**src/rtl/gamepad_pkg.sv**
```systemverilog
// Shared definitions for the multi-pad Genesis controller scanner:
// button bit positions, pin positions within a pad slice, scan phases.
package gamepad_pkg;

  // Bit positions within a pad's 12-bit button word (active-high).
  localparam int BTN_UP    = 0;
  localparam int BTN_DOWN  = 1;
  localparam int BTN_LEFT  = 2;
  localparam int BTN_RIGHT = 3;
  localparam int BTN_A     = 4;
  localparam int BTN_B     = 5;
  localparam int BTN_C     = 6;
  localparam int BTN_X     = 7;
  localparam int BTN_Y     = 8;
  localparam int BTN_Z     = 9;
  localparam int BTN_START = 10;
  localparam int BTN_MODE  = 11;
  localparam int NUM_BUTTONS = 12;

  // Connector pin positions within a pad's 6-bit pin slice.
  localparam int PIN_1 = 0;
  localparam int PIN_2 = 1;
  localparam int PIN_3 = 2;
  localparam int PIN_4 = 3;
  localparam int PIN_6 = 4;
  localparam int PIN_9 = 5;
  localparam int PINS_PER_PAD = 6;

  // Scan sequence: idle between frames, then eight equal-length phases.
  typedef enum logic [3:0] {
    IDLE,
    PH0,
    PH1,
    PH2,
    PH3,
    PH4,
    PH5,
    PH6,
    PH7
  } phase_t;

  // Odd phases pull Select low on enabled pads; everything else leaves it high.
  function automatic logic select_low_phase(input phase_t ph);
    return (ph == PH1) || (ph == PH3) || (ph == PH5) || (ph == PH7);
  endfunction

endpackage

```
**src/rtl/gamepad_pad_decoder.sv**
```systemverilog
// Per-pad logic: enable latch, Select drive, shadow sampling of the pins
// during the scan, and the masked atomic publish with press-event pulses.
module gamepad_pad_decoder
  import gamepad_pkg::*;
(
  input  logic                    clk,
  input  logic                    reset,
  input  logic                    start,
  input  logic                    pad_enable,
  input  logic [PINS_PER_PAD-1:0] pins,
  input  phase_t                  state,
  input  phase_t                  next_state,
  input  logic                    phase_last,
  input  logic                    publish,
  output logic                    select,
  output logic [NUM_BUTTONS-1:0]  saidas,
  output logic [NUM_BUTTONS-1:0]  pressed,
  output logic                    six_button,
  output logic                    connected
);

  logic                   enable_q;
  logic [NUM_BUTTONS-1:0] shadow_buttons;
  logic                   shadow_six;
  logic                   shadow_conn;
  logic [NUM_BUTTONS-1:0] masked_buttons;
  logic                   pub_conn;
  logic                   pub_six;

  // Enable is captured once per scan so mid-scan changes wait for the next frame.
  always_ff @(posedge clk) begin
    if (reset) begin
      enable_q <= 1'b0;
    end else if (start) begin
      enable_q <= pad_enable;
    end
  end

  // Select follows the phase being entered, so it changes on a phase's first cycle.
  always_ff @(posedge clk) begin
    if (reset) begin
      select <= 1'b1;
    end else begin
      select <= !(enable_q && select_low_phase(next_state));
    end
  end

  // Pins are sampled on the last cycle of a phase, after the full settle time.
  always_ff @(posedge clk) begin
    if (reset) begin
      shadow_buttons <= '0;
      shadow_six     <= 1'b0;
      shadow_conn    <= 1'b0;
    end else if (phase_last) begin
      case (state)
        PH1: begin
          shadow_buttons[BTN_A]     <= !pins[PIN_6];
          shadow_buttons[BTN_START] <= !pins[PIN_9];
          shadow_conn               <= !pins[PIN_3] && !pins[PIN_4];
        end
        PH2: begin
          shadow_buttons[BTN_UP]    <= !pins[PIN_1];
          shadow_buttons[BTN_DOWN]  <= !pins[PIN_2];
          shadow_buttons[BTN_LEFT]  <= !pins[PIN_3];
          shadow_buttons[BTN_RIGHT] <= !pins[PIN_4];
          shadow_buttons[BTN_B]     <= !pins[PIN_6];
          shadow_buttons[BTN_C]     <= !pins[PIN_9];
        end
        PH5: begin
          shadow_six <= !pins[PIN_1] && !pins[PIN_2] && !pins[PIN_3] && !pins[PIN_4];
        end
        PH6: begin
          shadow_buttons[BTN_Z]    <= !pins[PIN_1];
          shadow_buttons[BTN_Y]    <= !pins[PIN_2];
          shadow_buttons[BTN_X]    <= !pins[PIN_3];
          shadow_buttons[BTN_MODE] <= !pins[PIN_4];
        end
        default: begin
        end
      endcase
    end
  end

  // Hide extended buttons on 3-button pads and everything on absent or disabled pads.
  always_comb begin
    masked_buttons = shadow_buttons;
    if (!shadow_six) begin
      masked_buttons[BTN_X]    = 1'b0;
      masked_buttons[BTN_Y]    = 1'b0;
      masked_buttons[BTN_Z]    = 1'b0;
      masked_buttons[BTN_MODE] = 1'b0;
    end
    if (!shadow_conn || !enable_q) begin
      masked_buttons = '0;
    end
  end

  assign pub_conn = shadow_conn && enable_q;
  assign pub_six  = shadow_six && pub_conn;

  // All visible outputs update together on publish; press pulses last one cycle.
  always_ff @(posedge clk) begin
    if (reset) begin
      saidas     <= '0;
      pressed    <= '0;
      six_button <= 1'b0;
      connected  <= 1'b0;
    end else begin
      pressed <= '0;
      if (publish) begin
        saidas     <= masked_buttons;
        pressed    <= masked_buttons & ~saidas;
        six_button <= pub_six;
        connected  <= pub_conn;
      end
    end
  end

endmodule

```
**src/rtl/gamepad_multi_scanner.sv**
```systemverilog
// Frame-triggered scanner for several Genesis pads: synchronises v_sync,
// sequences the eight read phases and fans the phase out to per-pad decoders.
module gamepad_multi_scanner
  import gamepad_pkg::*;
#(
  parameter int NUM_PADS     = 2,
  parameter int PHASE_CYCLES = 1000
) (
  input  logic                             Clock50,
  input  logic                             Reset,
  input  logic                             v_sync,
  input  logic [NUM_PADS-1:0]              Pad_Enable,
  input  logic [PINS_PER_PAD*NUM_PADS-1:0] Pad_Pins,
  output logic [NUM_PADS-1:0]              Select,
  output logic [NUM_BUTTONS*NUM_PADS-1:0]  Saidas,
  output logic [NUM_BUTTONS*NUM_PADS-1:0]  Pressed,
  output logic [NUM_PADS-1:0]              Six_Button,
  output logic [NUM_PADS-1:0]              Connected,
  output logic                             Frame_Done
);

  localparam int CNT_W = $clog2(PHASE_CYCLES);
  localparam logic [CNT_W-1:0] LAST_COUNT = CNT_W'(PHASE_CYCLES - 1);

  logic             vsync_meta;
  logic             vsync_sync;
  logic             fall_q;
  phase_t           state;
  phase_t           next_state;
  logic [CNT_W-1:0] phase_count;
  logic             phase_last;
  logic             start;
  logic             publish;

  // Two-flop synchroniser plus a registered falling-edge strobe.
  always_ff @(posedge Clock50) begin
    if (Reset) begin
      vsync_meta <= 1'b0;
      vsync_sync <= 1'b0;
      fall_q     <= 1'b0;
    end else begin
      vsync_meta <= v_sync;
      vsync_sync <= vsync_meta;
      fall_q     <= !vsync_meta && vsync_sync;
    end
  end

  assign phase_last = (state != IDLE) && (phase_count == LAST_COUNT);
  assign start      = (state == IDLE) && fall_q;
  assign publish    = (state == PH7) && phase_last;

  // Phase register and per-phase cycle counter, which restarts at every boundary.
  always_ff @(posedge Clock50) begin
    if (Reset) begin
      state       <= IDLE;
      phase_count <= '0;
    end else begin
      state <= next_state;
      if (state == IDLE || phase_last) begin
        phase_count <= '0;
      end else begin
        phase_count <= phase_count + CNT_W'(1);
      end
    end
  end

  // Next phase: falls outside IDLE are ignored, PH7 returns to IDLE.
  always_comb begin
    next_state = state;
    case (state)
      IDLE: begin
        if (fall_q) begin
          next_state = PH0;
        end
      end
      PH7: begin
        if (phase_last) begin
          next_state = IDLE;
        end
      end
      default: begin
        if (phase_last) begin
          next_state = phase_t'(state + 4'd1);
        end
      end
    endcase
  end

  // Frame_Done marks the single cycle on which the decoders' outputs change.
  always_ff @(posedge Clock50) begin
    if (Reset) begin
      Frame_Done <= 1'b0;
    end else begin
      Frame_Done <= publish;
    end
  end

  for (genvar p = 0; p < NUM_PADS; p++) begin : g_pad
    gamepad_pad_decoder u_decoder (
      .clk        (Clock50),
      .reset      (Reset),
      .start      (start),
      .pad_enable (Pad_Enable[p]),
      .pins       (Pad_Pins[PINS_PER_PAD*p +: PINS_PER_PAD]),
      .state      (state),
      .next_state (next_state),
      .phase_last (phase_last),
      .publish    (publish),
      .select     (Select[p]),
      .saidas     (Saidas[NUM_BUTTONS*p +: NUM_BUTTONS]),
      .pressed    (Pressed[NUM_BUTTONS*p +: NUM_BUTTONS]),
      .six_button (Six_Button[p]),
      .connected  (Connected[p])
    );
  end

endmodule

```
**config.mk**
```make
export PLATFORM = sky130hd
export DESIGN_NAME = gamepad_multi_scanner
export DESIGN_NICKNAME = d
export VERILOG_FILES = /design/src/rtl/gamepad_pkg.sv /design/src/rtl/gamepad_pad_decoder.sv /design/src/rtl/gamepad_multi_scanner.sv
export SDC_FILE = /design/constraint.sdc
export NUM_CORES = 1
export LEC_CHECK = 0
export ABC_AREA = 1
export CAP_MARGIN = 30
export CORE_MARGIN = 2
export CORE_UTILIZATION = 35
export DETAILED_ROUTE_END_ITERATION = 7
export PLACE_DENSITY = 0.68
export REMOVE_ABC_BUFFERS = 1
export SYNTH_ARGS = -nofsm -noshare
export SYNTH_HDL_FRONTEND = slang
export SYNTH_SLANG_ARGS = --single-unit
```
**constraint.sdc**
```tcl
create_clock -name Clock50 -period 3.9 [get_ports Clock50]
set_input_delay 0.78 -clock Clock50 [delete_from_list [all_inputs] [get_ports Clock50]]
set_output_delay 0.78 -clock Clock50 [all_outputs]
set_load 0.02 [all_outputs]
```
* Word level (Yosys, flattened, before mapping)
Cells that the tools add are included.
** Word-level totals
- Logic and storage cells :: 106
- Input port bits :: 17
- Bits in registers :: 102
** Cells by class
- Bitwise logic cells :: 5
- Equal/unequal tests :: 10
- Reduce and logical (&&, ||, !) cells :: 51
- $add $sub $neg :: 2
- Multiplexer cells :: 10
** Operator list (count)
- $and A12 B12 Y12 :: 2
- $mux W12 :: 2
- $not A12 Y12 :: 2
- $logic_not A1 Y1 :: 19
- $logic_and A1 B1 Y1 :: 18
- $eq A4 B3 Y1 const B :: 4
- $eq A4 B2 Y1 const B :: 3
- $mux W4 :: 3
- $add A10 B1 Y10 const B :: 1
- $eq A10 B10 Y1 const B :: 1
- $eq A4 B4 Y1 const B :: 2
- $pmux W4 S2 :: 1
- $reduce_and A2 Y1 :: 4
- $logic_or A1 B1 Y1 :: 6
- $mux W3 :: 2
- $add A4 B1 Y4 const B :: 1
- $logic_not A4 Y1 :: 1
- $reduce_bool A4 Y1 :: 1
- $reduce_or A2 Y1 :: 2
- $mux W1 :: 2
- $not A1 Y1 :: 1

* Logic depth before layout (Yosys ltp)
- Word-level depth :: 10
- Depth in mapped cells :: 11
- Depth with buffers taken out :: 11

* Modules after synthesis
Synthesis repeated with hierarchy kept, for this count alone.
** Unflattened totals
- Cells, all modules :: 517
- Area, all modules :: 4095.2 um^2
** By module, submodules not included
- gamepad_pad_decoder :: area each 1585.3 um^2, times used 2, cells each 196
- gamepad_multi_scanner :: area each 924.6 um^2, times used 1, cells each 125

* Least setup slack after synthesis
Ideal clock, no wire load.
- Kind :: reg-to-reg
- Start point :: register state[0]
- End point :: register g_pad[0].u_decoder.select
- Required time :: 3774 ps
- Data arrival time :: 1528 ps
- Setup slack :: 2246 ps
- Cell stages (with the launch flop) :: 10
- Path through :: dfxtp_1 > inv_1 > ha_1 > nand2_1 > nor2_2 > inv_1 > nand3_1 > ha_1 > o211a_1 > nand4_1
** Between the ends
- Longest elaborated chain between the ends :: 10
** Ends and longest elaborated chain
- start, declared :: RTL line gamepad_multi_scanner.sv:28 : phase_t state;
- start signal, assigned :: RTL line gamepad_multi_scanner.sv:58 : state <= next_state;
- parallel branches: the longest is 3 deep, another holds $add A4 B1 Y4
- $pmux W4 S2 (*) :: RTL line gamepad_multi_scanner.sv:70 : case (state)
- $eq A4 B2 Y1 / $eq A4 B3 Y1 (equally long branches) :: RTL line gamepad_pkg.sv:44 : return (ph == PH1) || (ph == PH3) || (ph == PH5) || (ph == PH7);
- $logic_or A1 B1 Y1 (2 in series) :: RTL line gamepad_pkg.sv:44
- $logic_or A1 B1 Y1 (*) :: RTL line gamepad_pkg.sv:44
- $logic_and A1 B1 Y1 (*) :: RTL line gamepad_pad_decoder.sv:44 : select <= !(enable_q && select_low_phase(next_state));
- $logic_not A1 Y1 (*) :: RTL line gamepad_pad_decoder.sv:44
- end signal, assigned :: RTL line gamepad_pad_decoder.sv:44
- end, declared :: RTL line gamepad_pad_decoder.sv:15 : output logic select,
Mark *: on every way between the ends.
A chain may end at the register's enable or synchronous reset.

* Final worst setup path
- Start point :: register phase_count[0]
- End point :: register g_pad[1].u_decoder.pressed[10]
** Between the ends
- Longest elaborated chain between the ends :: 5
** Ends and longest elaborated chain
- start, declared :: RTL line gamepad_multi_scanner.sv:30 : logic [CNT_W-1:0] phase_count;
- start signal, assigned :: RTL line gamepad_multi_scanner.sv:62 : phase_count <= phase_count + CNT_W'(1);
- $eq A10 B10 Y1 :: RTL line gamepad_multi_scanner.sv:48 : assign phase_last = (state != IDLE) && (phase_count == LAST_COUNT);
- $logic_and A1 B1 Y1 :: RTL line gamepad_multi_scanner.sv:48
- $logic_and A1 B1 Y1 :: RTL line gamepad_multi_scanner.sv:50 : assign publish = (state == PH7) && phase_last;
- $not A1 Y1 (no source line)
- $reduce_or A2 Y1 (no source line)
- end signal, assigned :: RTL line gamepad_pad_decoder.sv:112 : pressed <= masked_buttons & ~saidas;
- end, declared :: RTL line gamepad_pad_decoder.sv:17 : output logic [NUM_BUTTONS-1:0] pressed,
No other way between the ends.

==> run summary <==
The run finished with clean final reports. The relative contribution of sequential cells to total power is 58.6%. Relative to the synthesized area, the layout overhead comes to 25.4%. The signal on the critical path passes through ha_1 -> nand2_1 -> inv_2 -> nand3_1 -> nor2_4 -> nand2_2 -> clkinv_2 -> nand3_4 -> inv_2 -> nand3_1 -> nor2_1. The tools report the worst hold path startpoint as vsync_sync$_SDFF_PP0_. Yosys printed 0 warnings. Global routing finished with a remaining overflow of 0.

Together, buffers and inverters on the worst path number 3. The x dimension of the die is 108 µm. Internal power of the cells: 1.37 mW. The mean instance size in the synthesized netlist came out at 8.39 µm². The worst endpoint data arrival time is 2500 ps, and the maximum count of clock buffers along a single path is 2.

The initial antenna violation count came out at 0. In this run the tightest slew margin relative to its limit is 54.8%. The setup slack of the critical path after layout was 1710 ps. For hold timing, the worst endpoint is fall_q$_SDFF_PP0_.

TritonCTS built the clock tree. STA puts the critical path data required time at 4220 ps. For the final core area utilization, the log shows 45.6%.

The final antenna diode count was 0; the floorplan row count was 37. The worst register-to-register path has a depth of 11. Root buffer selected by CTS: clkbuf_8. For the finished layout, the period the worst path requires is 2190 ps. The maximum level of the CTS H-tree is 3.

The area of all placed cells without fillers was 4750 µm²; the instance area at placement was 4550 µm². The post-route setup TNS is 0 ps, and the number of I/O port buffers is 71. For this design the ratio of total power to cell area is 375 nW/µm². The die outline area is 11700 µm². The final max-slew violation count came out at 0. Net switching is 23.1% of the power. For the setup clock skew after layout, the log shows 9.49 ps. Of the total power, combinational logic draws 3.0%.

Wires add up to 7590 µm. Before antenna repair, the detailed router went through 4 iterations. The setup check on the worst reg-to-reg path leaves a slack of 1710 ps. The cell family contributing the most delay on the critical path is simple AND/OR/NAND/NOR gates.

From bottom edge to top edge, the die measures 108 µm. The detailed router finished its first iteration with 100 violations. Path type of the worst setup path: register to register.

The effective utilization at floorplan came out at 36.3%. After clock tree synthesis, the setup repair step added 0 buffers. Entering global routing, the biggest net connects 73 pins. The worst setup path is launched from a register. Counting instances, the worst hold path has a depth of 2. For the sequential area share after synthesis, the log shows 53.9%. The number of resized instances in the post-cts repair step is 0, and the minimum setup slack after placement is 1470 ps. The final number of setup-violating endpoints was 0. The via count of the first global-routing pass came out at 2815. The sort of element at the end of the critical path is a register. The tools report the weighted congestion reported at the end of routability-driven placement as 0.831. In this run the static leakage power is 1.95 nW. The endpoint identified for the worst register-to-register timing path is g_pad[1].u_decoder.pressed[10]$_SDFF_PP0_.

The tools report the number of routed nets with antenna violations as 0. For this design the total switching power over the nets is 0.411 mW. The logs give 0.267 mV for the peak supply drop and 102 for the number of clock sinks seen by CTS. The standard cell with the maximum stage delay on the critical path was nand2_2.

The number of hold buffers added after CTS was 0. Dividing the final minimum period by the clock period gives 56.1%. The run gives 32 as the count of different cell masters after synthesis. In the final design database the tool counted 535 nets. The source-to-sink clock delay at the later pin of the worst-skew pair was 370 ps; the per-cell routed wire length was 11.6 µm. The logs give 0 for the number of max-cap violations and 3036 for the total number of vias. The fraction of layout instances using a drive strength above 1 came out at 8.88%.

At the pin with the least slew margin, the transition time is 679 ps. Setup repair after global routing left no endpoint under its margin. The startpoint identified for the worst register-to-register timing path is phase_count[0]$_SDFF_PP0_. Timing would allow up to 457 MHz.

The run gives 12800 µm as the global-route wire length before repair. The tools report the number of top-level pins as 72. The run gives 3790 µm² as the netlist area before placement. The synthesized flop and latch total came out at 102. Global routing consumed, over all layers together, 14.0% of the routing resources.

The tools report the final hold violation count as 0. The number of clock buffers added by TritonCTS is 9. Once detailed placement completed, the half-perimeter wirelength came to 5530 µm. After floorplanning, the core was sized to cover 10400 µm². Of all nets on the critical path, the largest fanout is 30. The tools report the DRC violation count after routing as 0. Dividing the detail-routed via count by the number of cells gives 4.64. The clock share of power was 38.3%; the clock-pin slew of the registers on the worst-case setup and hold paths was 100 ps. For this run, the slowest stage of the critical path takes 390 ps.

Synthesis handed over a netlist of 451 instances. Total power for the finished layout comes to 1.78 mW. The worst hold path belongs to the class register to register.
final cells by class:
class                      count  area [µm²]
inverter                      58         220
multi-input combinational    269        1390
timing repair buffer          73         726
clock buffer                   9         124
fill                        1029        5670
clock inverter                 7        80.1
sequential                   102        2040
tap                          136         170
per-stage QoR:
step | cells | hold slack, ps
finish | 654 | 427
global route | 654 | 440
CTS | 654 | 429
detailed placement | 638 | 415
global placement | 638 | 409
floorplan | 429 | 402
metal layers:
layer	up-vias	global-route usage (%)	wire length [µm]
met5	-	0	0
met4	0	4.30	92
met3	10	5.24	505
met2	81	23.3	3520
met1	1376	16.9	3470
li1	1569	-	-
power by group through the flow:
stage,Clock [mW],Sequential (mW),Combinational [mW]
after floorplan,0,1.07,0.0235
after global placement,0,1.07,0.0533
after detailed placement,0,1.07,0.0538
after CTS,0.702,1.04,0.0541
after global routing,0.749,1.05,0.0595
final,0.683,1.04,0.0542
state kept, by name, summed over array words and instances, names as in the netlist:
name,count
phase_count,10
g_pad.u_decoder.select,2
g_pad.u_decoder.enable_q,2
Frame_Done,1
g_pad.u_decoder.saidas,24
g_pad.u_decoder.connected,2
g_pad.u_decoder.shadow_buttons,24
state,4
g_pad.u_decoder.pressed,24
vsync_sync,1
g_pad.u_decoder.shadow_six,2
g_pad.u_decoder.shadow_conn,2
g_pad.u_decoder.six_button,2
vsync_meta,1
fall_q,1
worst min-delay path: cells and delay by family, from the launching register on:
family        cells  cell delay (ps)
flops             1              310
simple gates      2               80
cell usage after synthesis, drive strengths merged:
library cell / n / share of area [%]
nand3: 65 / 9.9
nor3: 4 / 0.53
nand4: 5 / 0.99
a211oi: 2 / 0.40
or2: 3 / 0.50
o211a: 1 / 0.26
buf: 17 / 3.1
o21a: 5 / 0.99
dfxtp: 102 / 54
clkbuf: 5 / 0.50
inv: 55 / 5.5
a21oi: 38 / 5.0
ha: 5 / 1.7
o21ai: 21 / 2.8
nand2: 60 / 6.2
clkinv: 3 / 0.36
nor3b: 3 / 0.59
and3: 1 / 0.17
nor2: 56 / 6.6
layout by cell type, fill, tap and decap left out, drive strengths merged, types with 4 or more instances in the layout:
cell and n:
clkbuf 9, nand2 60, nand3 65, ha 5, nor2 56, nand4 5, o21a 5, a21oi 38
nor3 4, clkinv 5, inv 58, o21ai 21, clkdlybuf4s50 71, dfxtp 102
worst max path at each step:
stage	startpoint	endpoint	cells past startpoint
final	phase_count[0]$_SDFF_PP0_	g_pad[1].u_decoder.pressed[10]$_SDFF_PP0_	11
after global routing	state[0]$_SDFF_PP0_	g_pad[1].u_decoder.saidas[6]$_SDFFE_PP0P_	10
after CTS	phase_count[0]$_SDFF_PP0_	g_pad[1].u_decoder.pressed[0]$_SDFF_PP0_	11
after detailed placement	Reset	g_pad[1].u_decoder.shadow_conn$_SDFFE_PP0P_	6
after global placement	Reset	g_pad[1].u_decoder.shadow_buttons[7]$_SDFFE_PP0P_	6
after floorplan	Reset	phase_count[8]$_SDFF_PP0_	4
logic make-up after synthesis:
family / synth area share (%)
compound gates: 9.45
fa+ha+maj: 1.65
buf+inv: 9.42
flops: 53.9
simple gates: 25.5
No activity file was read; power rests on OpenSTA's default activity.
